$ cat src/rtl/mem_port_arbiter_if.sv
// Bus bundle for mem_port_arbiter: the fetch port, the load/store port and
// the shared memory port. The arbiter uses the slave modport; the
// requesters and the memory model use the master modport.
interface mem_port_arbiter_if #(
    parameter int AWIDTH = 32,
    parameter int DWIDTH = 32
);
    // instruction-fetch port
    logic              if_req_i;
    logic [AWIDTH-1:0] if_addr_i;
    logic              if_gnt_o;
    logic              if_rvalid_o;
    logic [DWIDTH-1:0] if_rdata_o;

    // load/store port
    logic              ls_req_i;
    logic              ls_we_i;
    logic [1:0]        ls_size_i;
    logic [AWIDTH-1:0] ls_addr_i;
    logic [DWIDTH-1:0] ls_wdata_i;
    logic              ls_gnt_o;
    logic              ls_rvalid_o;
    logic [DWIDTH-1:0] ls_rdata_o;

    // memory port
    logic [AWIDTH-1:0] mem_addr_o;
    logic [DWIDTH-1:0] mem_data_o;
    logic              mem_read_en_o;
    logic              mem_write_en_o;
    logic [DWIDTH-1:0] mem_data_i;

    modport slave (
        input  if_req_i, if_addr_i,
        output if_gnt_o, if_rvalid_o, if_rdata_o,
        input  ls_req_i, ls_we_i, ls_size_i, ls_addr_i, ls_wdata_i,
        output ls_gnt_o, ls_rvalid_o, ls_rdata_o,
        output mem_addr_o, mem_data_o, mem_read_en_o, mem_write_en_o,
        input  mem_data_i
    );

    modport master (
        output if_req_i, if_addr_i,
        input  if_gnt_o, if_rvalid_o, if_rdata_o,
        output ls_req_i, ls_we_i, ls_size_i, ls_addr_i, ls_wdata_i,
        input  ls_gnt_o, ls_rvalid_o, ls_rdata_o,
        input  mem_addr_o, mem_data_o, mem_read_en_o, mem_write_en_o,
        output mem_data_i
    );
endinterface

$ cat src/rtl/mem_port_arbiter.sv
// mem_port_arbiter: shares one byte-addressable memory (combinational read,
// posedge 4-byte write) between the fetch port and the load/store port.
// Requests are serialised through a small FSM; sub-word stores become a
// read-modify-write pair because the memory always writes a full word.
// Optional macro ARB_RR_EN: round-robin arbitration between the two ports
// instead of fixed load/store-over-fetch priority.
module mem_port_arbiter #(
    parameter int                AWIDTH    = 32,
    parameter int                DWIDTH    = 32,
    parameter logic [AWIDTH-1:0] BASE_ADDR = AWIDTH'(32'h01000000)
) (
    input logic               clk,
    input logic               rst,
    mem_port_arbiter_if.slave bus
);

    typedef enum logic [2:0] {
        S_IDLE,
        S_RD,
        S_WR,
        S_RMW_RD,
        S_RMW_WR
    } state_t;

    localparam logic OWN_IF = 1'b0;
    localparam logic OWN_LS = 1'b1;

    state_t            state_q, state_d;
    logic              grant_if, grant_ls;

    // latched request (captured on the grant edge)
    logic [AWIDTH-1:0] addr_q;
    logic [DWIDTH-1:0] wdata_q;
    logic              half_q;
    logic              owner_q;

    logic [DWIDTH-1:0] merge_q;
    logic [DWIDTH-1:0] if_rdata_q, ls_rdata_q;
    logic              if_rvalid_q, ls_rvalid_q;

`ifdef ARB_RR_EN
    logic              last_q;
`endif

    // Splice the stored byte (or half-word) into the word just read.
    function automatic logic [DWIDTH-1:0] merge_store(
        input logic [DWIDTH-1:0] old_word,
        input logic [DWIDTH-1:0] wdata,
        input logic              half
    );
        logic [DWIDTH-1:0] w;
        w       = old_word;
        w[7:0]  = wdata[7:0];
        if (half) begin
            w[15:8] = wdata[15:8];
        end
        return w;
    endfunction

    // Arbitration and next-state decode; grants only leave IDLE.
    always_comb begin
        grant_if = 1'b0;
        grant_ls = 1'b0;
        state_d  = state_q;
        case (state_q)
            S_IDLE: begin
`ifdef ARB_RR_EN
                if (bus.ls_req_i && bus.if_req_i) begin
                    grant_ls = (last_q == OWN_IF);
                    grant_if = (last_q == OWN_LS);
                end else begin
                    grant_ls = bus.ls_req_i;
                    grant_if = bus.if_req_i;
                end
`else
                grant_ls = bus.ls_req_i;
                grant_if = bus.if_req_i && !bus.ls_req_i;
`endif
                if (grant_ls) begin
                    if (!bus.ls_we_i) begin
                        state_d = S_RD;
                    end else if (bus.ls_size_i[1]) begin
                        state_d = S_WR;
                    end else begin
                        state_d = S_RMW_RD;
                    end
                end else if (grant_if) begin
                    state_d = S_RD;
                end
            end
            S_RD:     state_d = S_IDLE;
            S_WR:     state_d = S_IDLE;
            S_RMW_RD: state_d = S_RMW_WR;
            S_RMW_WR: state_d = S_IDLE;
            default:  state_d = S_IDLE;
        endcase
    end

    // Memory-side outputs depend only on the state and the latched request.
    always_comb begin
        bus.mem_addr_o     = BASE_ADDR;
        bus.mem_data_o     = '0;
        bus.mem_read_en_o  = 1'b0;
        bus.mem_write_en_o = 1'b0;
        case (state_q)
            S_RD, S_RMW_RD: begin
                bus.mem_addr_o    = addr_q;
                bus.mem_read_en_o = 1'b1;
            end
            S_WR: begin
                bus.mem_addr_o     = addr_q;
                bus.mem_data_o     = wdata_q;
                bus.mem_write_en_o = 1'b1;
            end
            S_RMW_WR: begin
                bus.mem_addr_o     = addr_q;
                bus.mem_data_o     = merge_q;
                bus.mem_write_en_o = 1'b1;
            end
            default: ;
        endcase
    end

    // State register; reset abandons any in-flight transaction.
    always_ff @(posedge clk or posedge rst) begin
        if (rst) begin
            state_q <= S_IDLE;
        end else begin
            state_q <= state_d;
        end
    end

    // Capture the granted request's fields and its owner.
    always_ff @(posedge clk) begin
        if (grant_ls) begin
            addr_q  <= bus.ls_addr_i;
            wdata_q <= bus.ls_wdata_i;
            half_q  <= (bus.ls_size_i == 2'b01);
            owner_q <= OWN_LS;
        end else if (grant_if) begin
            addr_q  <= bus.if_addr_i;
            wdata_q <= '0;
            half_q  <= 1'b0;
            owner_q <= OWN_IF;
        end
    end

    // Responses: registered read data, merge word and one-cycle valid pulses.
    always_ff @(posedge clk or posedge rst) begin
        if (rst) begin
            merge_q     <= '0;
            if_rdata_q  <= '0;
            ls_rdata_q  <= '0;
            if_rvalid_q <= 1'b0;
            ls_rvalid_q <= 1'b0;
        end else begin
            if_rvalid_q <= (state_q == S_RD) && (owner_q == OWN_IF);
            ls_rvalid_q <= ((state_q == S_RD) && (owner_q == OWN_LS)) ||
                           (state_q == S_WR) || (state_q == S_RMW_WR);
            if (state_q == S_RD) begin
                if (owner_q == OWN_IF) begin
                    if_rdata_q <= bus.mem_data_i;
                end else begin
                    ls_rdata_q <= bus.mem_data_i;
                end
            end
            if (state_q == S_RMW_RD) begin
                merge_q <= merge_store(bus.mem_data_i, wdata_q, half_q);
            end
        end
    end

`ifdef ARB_RR_EN
    // Remember which port won the most recent grant.
    always_ff @(posedge clk or posedge rst) begin
        if (rst) begin
            last_q <= OWN_IF;
        end else if (grant_ls) begin
            last_q <= OWN_LS;
        end else if (grant_if) begin
            last_q <= OWN_IF;
        end
    end
`endif

    assign bus.if_gnt_o    = grant_if;
    assign bus.ls_gnt_o    = grant_ls;
    assign bus.if_rvalid_o = if_rvalid_q;
    assign bus.ls_rvalid_o = ls_rvalid_q;
    assign bus.if_rdata_o  = if_rdata_q;
    assign bus.ls_rdata_o  = ls_rdata_q;

endmodule

$ cat src/flat_wrapper.sv
// flat-port wrapper written by rule: the top's interface ports become plain ports
module mem_port_arbiter_flat 
#(
    parameter int                AWIDTH    = 32,
    parameter int                DWIDTH    = 32,
    parameter logic [AWIDTH-1:0] BASE_ADDR = AWIDTH'(32'h01000000)
)
  (clk, rst, bus_if_req_i, bus_if_addr_i, bus_if_gnt_o, bus_if_rvalid_o, bus_if_rdata_o, bus_ls_req_i, bus_ls_we_i, bus_ls_size_i, bus_ls_addr_i, bus_ls_wdata_i, bus_ls_gnt_o, bus_ls_rvalid_o, bus_ls_rdata_o, bus_mem_addr_o, bus_mem_data_o, bus_mem_read_en_o, bus_mem_write_en_o, bus_mem_data_i);
  mem_port_arbiter_if #(.AWIDTH(AWIDTH), .DWIDTH(DWIDTH)) bus_i ();
  input logic clk;
  input logic rst;
  input wire logic [$bits(bus_i.if_req_i)-1:0] bus_if_req_i;
  input wire logic [$bits(bus_i.if_addr_i)-1:0] bus_if_addr_i;
  output wire logic [$bits(bus_i.if_gnt_o)-1:0] bus_if_gnt_o;
  output wire logic [$bits(bus_i.if_rvalid_o)-1:0] bus_if_rvalid_o;
  output wire logic [$bits(bus_i.if_rdata_o)-1:0] bus_if_rdata_o;
  input wire logic [$bits(bus_i.ls_req_i)-1:0] bus_ls_req_i;
  input wire logic [$bits(bus_i.ls_we_i)-1:0] bus_ls_we_i;
  input wire logic [$bits(bus_i.ls_size_i)-1:0] bus_ls_size_i;
  input wire logic [$bits(bus_i.ls_addr_i)-1:0] bus_ls_addr_i;
  input wire logic [$bits(bus_i.ls_wdata_i)-1:0] bus_ls_wdata_i;
  output wire logic [$bits(bus_i.ls_gnt_o)-1:0] bus_ls_gnt_o;
  output wire logic [$bits(bus_i.ls_rvalid_o)-1:0] bus_ls_rvalid_o;
  output wire logic [$bits(bus_i.ls_rdata_o)-1:0] bus_ls_rdata_o;
  output wire logic [$bits(bus_i.mem_addr_o)-1:0] bus_mem_addr_o;
  output wire logic [$bits(bus_i.mem_data_o)-1:0] bus_mem_data_o;
  output wire logic [$bits(bus_i.mem_read_en_o)-1:0] bus_mem_read_en_o;
  output wire logic [$bits(bus_i.mem_write_en_o)-1:0] bus_mem_write_en_o;
  input wire logic [$bits(bus_i.mem_data_i)-1:0] bus_mem_data_i;
  assign bus_i.if_req_i = bus_if_req_i;
  assign bus_i.if_addr_i = bus_if_addr_i;
  assign bus_if_gnt_o = bus_i.if_gnt_o;
  assign bus_if_rvalid_o = bus_i.if_rvalid_o;
  assign bus_if_rdata_o = bus_i.if_rdata_o;
  assign bus_i.ls_req_i = bus_ls_req_i;
  assign bus_i.ls_we_i = bus_ls_we_i;
  assign bus_i.ls_size_i = bus_ls_size_i;
  assign bus_i.ls_addr_i = bus_ls_addr_i;
  assign bus_i.ls_wdata_i = bus_ls_wdata_i;
  assign bus_ls_gnt_o = bus_i.ls_gnt_o;
  assign bus_ls_rvalid_o = bus_i.ls_rvalid_o;
  assign bus_ls_rdata_o = bus_i.ls_rdata_o;
  assign bus_mem_addr_o = bus_i.mem_addr_o;
  assign bus_mem_data_o = bus_i.mem_data_o;
  assign bus_mem_read_en_o = bus_i.mem_read_en_o;
  assign bus_mem_write_en_o = bus_i.mem_write_en_o;
  assign bus_i.mem_data_i = bus_mem_data_i;
  mem_port_arbiter #(.AWIDTH(AWIDTH), .DWIDTH(DWIDTH), .BASE_ADDR(BASE_ADDR)) u_core (.clk(clk), .rst(rst), .bus(bus_i));
endmodule
$ cat config.mk
export PLATFORM = sky130hd
export DESIGN_NAME = mem_port_arbiter_flat
export DESIGN_NICKNAME = d
export VERILOG_FILES = /design/src/rtl/mem_port_arbiter_if.sv /design/src/rtl/mem_port_arbiter.sv /design/src/flat_wrapper.sv
export SDC_FILE = /design/constraint.sdc
export NUM_CORES = 1
export LEC_CHECK = 0
export ABC_AREA = 1
export ABC_CLOCK_PERIOD_IN_PS = 4330
export BUFFER_PORTS_ARGS = -buffer_cell sky130_fd_sc_hd__buf_2
export CAP_MARGIN = 20
export CELL_PAD_IN_SITES_DETAIL_PLACEMENT = 1
export CELL_PAD_IN_SITES_GLOBAL_PLACEMENT = 1
export CORE_MARGIN = 8
export CORE_UTILIZATION = 36
export DETAILED_ROUTE_END_ITERATION = 10
export PLACE_DENSITY = 0.83
export SYNTH_ARGS = -nofsm -noshare
export SYNTH_HDL_FRONTEND = slang
export SYNTH_SLANG_ARGS = --single-unit
$ cat constraint.sdc
create_clock -name clk -period 4.33 [get_ports clk]
set_clock_uncertainty 0.05 [all_clocks]
set_input_delay 1.299 -clock clk [delete_from_list [all_inputs] [get_ports clk]]
set_output_delay 1.299 -clock clk [all_outputs]
set_load 0.02 [all_outputs]
## After elaboration in Yosys (flattened, before gate mapping)

Cells that the tools add are included.

| operators by class | value |
|---|---|
| equality and inequality tests | 6 |
| muxes and demuxes | 18 |
| bitwise logic cells | 1 |
| reduce and logical (&&, ||, !) cells | 13 |

Operators by type and width:

| cell | number |
|---|---|
| $mux W32 | 5 |
| $pmux W32 S2 | 1 |
| $mux W3 | 3 |
| $mux W8 | 1 |
| $mux W1 | 7 |
| $eq A3 B2 Y1 const B | 2 |
| $pmux W3 S2 | 1 |
| $reduce_and A2 Y1 | 2 |
| $reduce_or A2 Y1 | 2 |
| $reduce_or A4 Y1 | 1 |
| $eq A3 B1 Y1 const B | 1 |
| $eq A3 B3 Y1 const B | 1 |
| $logic_and A1 B1 Y1 | 3 |
| $logic_not A3 Y1 | 1 |
| $ne A3 B2 Y1 const B | 1 |
| $eq A2 B1 Y1 const B | 1 |
| $logic_or A1 B1 Y1 | 2 |
| $reduce_bool A2 Y1 | 1 |
| $logic_not A1 Y1 | 1 |
| $not A1 Y1 | 1 |

| storage, ports and cells | value |
|---|---|
| register bits | 167 |
| output and inout port bits | 134 |

## Depth between registers and ports, before layout

| logic depth | value |
|---|---|
| depth in word-level cells | 5 |
| gate-level depth with buffers | 7 |

## Least setup slack after synthesis

No wires, ideal clock.

| timing path | value |
|---|---|
| path type | in2reg |
| start point | in bus_ls_req_i |
| end point | reg u_core.addr_q[0] (enable) |
| setup time | 0.419 ns |
| arrival time | 2.676 ns |
| data required time | 3.861 ns |
| path slack | 1.185 ns |
| stages on the path | 2 |
| buffers on the path | 0 |
| cell sequence | o21ai_0 -> inv_1 |

| between the ends | value |
|---|---|
| word-level cells in the longest chain between the ends | 4 |

Ends and longest elaborated chain:

| what | line | source |
|---|---|---|
| from (decl) | flat_wrapper.sv:17 | `input wire logic [$bits(bus_i.ls_req_i)-1:0] bus_ls_req_i;` |
| $logic_not A1 Y1 | mem_port_arbiter.sv:77 | `grant_if = bus.if_req_i && !bus.ls_req_i;` |
| $logic_and A1 B1 Y1 | mem_port_arbiter.sv:77 |  |
| $mux W1 | mem_port_arbiter.sv:65 | `case (state_q)` |
| $reduce_bool A2 Y1 (no source line) * | -- |  |
| to (signal assigned) | mem_port_arbiter.sv:136 | `addr_q <= bus.ls_addr_i;` |
| to (signal assigned) | mem_port_arbiter.sv:141 | `addr_q <= bus.if_addr_i;` |
| to (decl) | mem_port_arbiter.sv:32 | `logic [AWIDTH-1:0] addr_q;` |

Every way passes the cells marked *; elsewhere a longest branch is shown, timed or not.
A chain may end at the register's enable or synchronous reset.

## Worst setup path in the final report

| timing path | value |
|---|---|
| start point | reg u_core.state_q[1] |
| end point | out bus_mem_addr_o[13] |

| between the ends | value |
|---|---|
| word-level cells in the longest chain between the ends | 3 |

Ends and longest elaborated chain:

| what | line | source |
|---|---|---|
| from (decl) | mem_port_arbiter.sv:28 | `state_t state_q, state_d;` |
| from (signal assigned) | mem_port_arbiter.sv:129 | `state_q <= state_d;` |
| $eq A3 B2 Y1 (tied with other cells) | mem_port_arbiter.sv:105 | `case (state_q)` |
| $reduce_or A4 Y1 (no source line) * | -- |  |
| $mux W32 * | mem_port_arbiter.sv:105 |  |
| to (decl) | flat_wrapper.sv:25 | `output wire logic [$bits(bus_i.mem_addr_o)-1:0] bus_mem_addr_o;` |

Marked as above.

==> results.py <==
metrics = {
    "floorplanning": {
        "start_util_pct": 36.8,
        "coreArea_um2": 20400,
        "dieWidth_um": 160,
        "rows": 52,
        "design.die.area_um2": 25700,
        "fp.dieH_um": 160,
        "io_pins": 269,
    },
    "worst_setup_path": {
        "cp_num_cells": 8,
        "crit_path_max_incr_delay_ns": 0.43,
        "cp_num_buf_inv": 4,
        "arrival_ns": 2.35,
        "startpoint_type": "register",
        "criticalPathCategory": "reg -> out",
        "cp_max_fo": 32,
        "critPathTopFamily": "buffers and inverters",
        "timing.rr.start": "u_core.state_q[2]$_DFFE_PP0P_",
        "worstRegToRegCells": 7,
        "reg2reg_slack_ns": 1.63,
        "cp_common_cell": "buf_4",
        "cp-end-kind": "output pin",
        "slowest_stage": "dfrtp_1",
        "worstPathCellList": "nor2_2, buf_4, nand2_2, nand3_1, buf_4, nand2_1, inv_2, buf_2",
        "required_ns": 2.98,
        "r2r-end": "u_core.bus.if_rdata_o[8]$_DFFE_PP0P_",
    },
    "placement": {
        "finalWeightedCongestion": 0.771,
        "dpl_worst_slack_ns": 1.05,
        "post-dp-hpwl_um": 18800,
        "port_buffers": 268,
        "dp.cells": 1376,
        "post_dp_cell_area_um2": 9060,
    },
    "global_route": {
        "antenna_found_initial": 3,
        "first_global_vias": 7478,
        "grt_max_degree": 68,
        "grt_pass1_wl_um": 41600,
        "grt_remaining_overflow": 0,
        "track_usage_pct": 20.3,
    },
    "min_path": {
        "worstHoldPathType": "reg -> reg",
        "min_path_cells": 2,
        "hold_path_end": "u_core.bus.if_rdata_o[23]$_DFFE_PP0P_",
        "min_from": "u_core.bus.if_rdata_o[23]$_DFFE_PP0P_",
    },
    "finish": {
        "layout_common_cells": "nand2_1, buf_2, dfrtp_1",
        "final_cells": 1408,
        "final_cell_area_um2": 9630,
        "area_growth_pct": 28.5,
        "diodes": 0,
        "layout_commonest_cell": "nand2_1",
        "postLayoutCoreUtil_pct": 47.3,
        "drive_gt1_share_pct": 29.0,
        "nets": 1260,
    },
    "clocking": {
        "cts.clk_slew.worst_paths_ns": 0.07,
        "cts_max_level": 4,
        "clock_latency_ns": 0.42,
        "cts_root_buf": "clkbuf_16",
        "cts_tree": "built",
        "cts_hold_buf": 0,
        "postCtsSetupBuffers": 0,
        "cts_resized": 0,
        "numClockSinks": 167,
        "cts_buffer_depth": 2,
        "cts-buffers-inserted": 17,
    },
    "timing": {
        "max_slew_margin_pct": 34.0,
        "setup-tns-final_ns": 0,
        "min_period_ns": 3.70,
        "period_share_pct": 85.4,
        "setup_viol": 0,
        "setup_slack_ns": 0.633,
        "fmax_mhz": 270,
        "rsz0062_at_grt": "false",
        "maxSlewViolCount": 0,
        "tightestPinTransition_ns": 0.987,
        "finalHoldViolCount": 0,
    },
    "power": {
        "p_leak_nw": 5.41,
        "vdd_drop_max_v": 0.000243,
        "p_sw_share_pct": 39.8,
        "power_density_nw_per_um2": 634,
        "clkPwrFrac_pct": 24.3,
        "p_switching_mw": 2.43,
        "p_seq_share_pct": 41.7,
        "p_int_mw": 3.68,
        "power_frac_comb_pct": 34.0,
    },
    "synthesis": {
        "synth_area_um2": 7490,
        "yosys.area.top_type_share_pct": 33.7,
        "ys.warnings.count": 0,
        "ys_seq_elements": 167,
        "synth.net_count": 1014,
        "netlist_instances": 879,
        "synthAdderAreaFrac_pct": 0,
        "synth_compound_area_share_pct": 2.47,
        "synth-xor-area-share_pct": 0,
        "synth-simple-area-share_pct": 29.0,
        "ys_types": 20,
        "ys_top_cells_by_area": "dfrtp_1, edfxtp_1, nand2_1, nand4_1, inv_1",
        "synthMuxAreaShare_pct": 0,
        "syn_area_per_cell_um2": 8.52,
        "synth_top_family_by_area": "simple AND/OR/NAND/NOR gates",
        "seq_area_frac_synth_pct": 60.0,
        "yosys.area.top_type": "dfrtp_1",
    },
    "route": {
        "drtPass1Iterations": 5,
        "first_iter_violations": 447,
        "drc": 0,
        "detail_route.wl_per_cell_um": 18.4,
        "ant_nets": 0,
        "num_vias": 6897,
        "detail_route.vias_per_cell": 4.90,
        "postRouteWirelength_um": 25900,
    },
    "status": {
        "status": "finished clean",
    },
    "job": {
        "maxCapViolCount": 0,
    },
}
-- kinds of logic after synthesis --
group / after synthesis
AOI/OAI and AO/OA: 37
and+or+nand+nor: 520
buffers and inverters: 155
DFF: 167
-- state kept, by name, indices dropped and copies added (netlist names) --
name and flops:
u_core.addr_q 32, u_core.bus.if_rdata_o 32, u_core.bus.if_rvalid_o 1, u_core.bus.ls_rdata_o 32, u_core.bus.ls_rvalid_o 1, u_core.half_q 1
u_core.merge_q 32, u_core.owner_q 1, u_core.state_q 3, u_core.wdata_q 32
-- per-stage QoR --
stage | hold slack [ns] | power [mW]
after floorplan | 0.393 | 3.82
after global placement | 0.398 | 4.58
after detailed placement | 0.404 | 4.68
after CTS | 0.420 | 6.19
after global routing | 0.441 | 6.51
final | 0.417 | 6.11
-- layer usage --
layer / up-vias / share of wire, % / track usage (%)
li1: 3267 / - / -
met1: 3337 / 45 / 25.6
met2: 265 / 46 / 32.4
met3: 22 / 8.1 / 7.58
met4: 6 / 1.2 / 4.76
met5: - / 0.12 / 0
-- worst max-delay path by stage --
stage                                              from                                    to  slack (ns)
after floorplan                                     rst  u_core.bus.if_rdata_o[0]$_DFFE_PP0P_        0.33
after global placement                     bus_ls_req_i                          bus_if_gnt_o        1.08
after detailed placement  u_core.state_q[1]$_DFFE_PP0P_                    bus_mem_addr_o[13]        1.05
after CTS                 u_core.state_q[1]$_DFFE_PP0P_                    bus_mem_addr_o[13]        0.59
after global routing      u_core.state_q[1]$_DFFE_PP0P_                    bus_mem_addr_o[25]        0.45
final                     u_core.state_q[1]$_DFFE_PP0P_                    bus_mem_addr_o[13]        0.63
-- Yosys cell counts --
master and n:
buf_1 7, buf_2 27, buf_4 5, clkbuf_1 17, dfrtp_1 101, dfxtp_1 1
edfxtp_1 65, inv_1 92, inv_2 7, nand2_1 382, nand2_2 2, nand3_1 30
nand3_2 1, nand4_1 65, nor2_1 37, nor2_2 1, nor2_4 1, nor3_1 1
o21ai_0 33, o21ai_1 4
-- worst register-to-register path, cell delays in order (launching register included) --
cell and delay [ns]:
dfrtp_1 0.39, inv_2 0.11, nand2_1 0.13, inv_2 0.25, buf_4 0.55, nand3_2 0.75
nand2_1 0.28, nand2_1 0.07
-- power groups by stage --
stage / Clock [mW] / Combinational [mW] / Sequential [mW]
2_1_floorplan: 0 / 0.937 / 2.88
3_3_place_gp: 0 / 2.04 / 2.55
3_5_place_dp: 0 / 2.11 / 2.57
4_1_cts: 1.52 / 2.12 / 2.55
5_1_grt: 1.59 / 2.31 / 2.61
6_report: 1.48 / 2.07 / 2.55
-- area by class of cell --
cell class / count / area (µm²)
flip-flops and latches: 167 / 4500
clock buffers: 18 / 429
multi-input cells: 557 / 2360
inverters: 99 / 374
repair buffers: 283 / 1490
well taps: 270 / 338
fillers: 2562 / 10700
clock inverters: 14 / 138
Note: power is estimated with default switching activity, not from simulation.
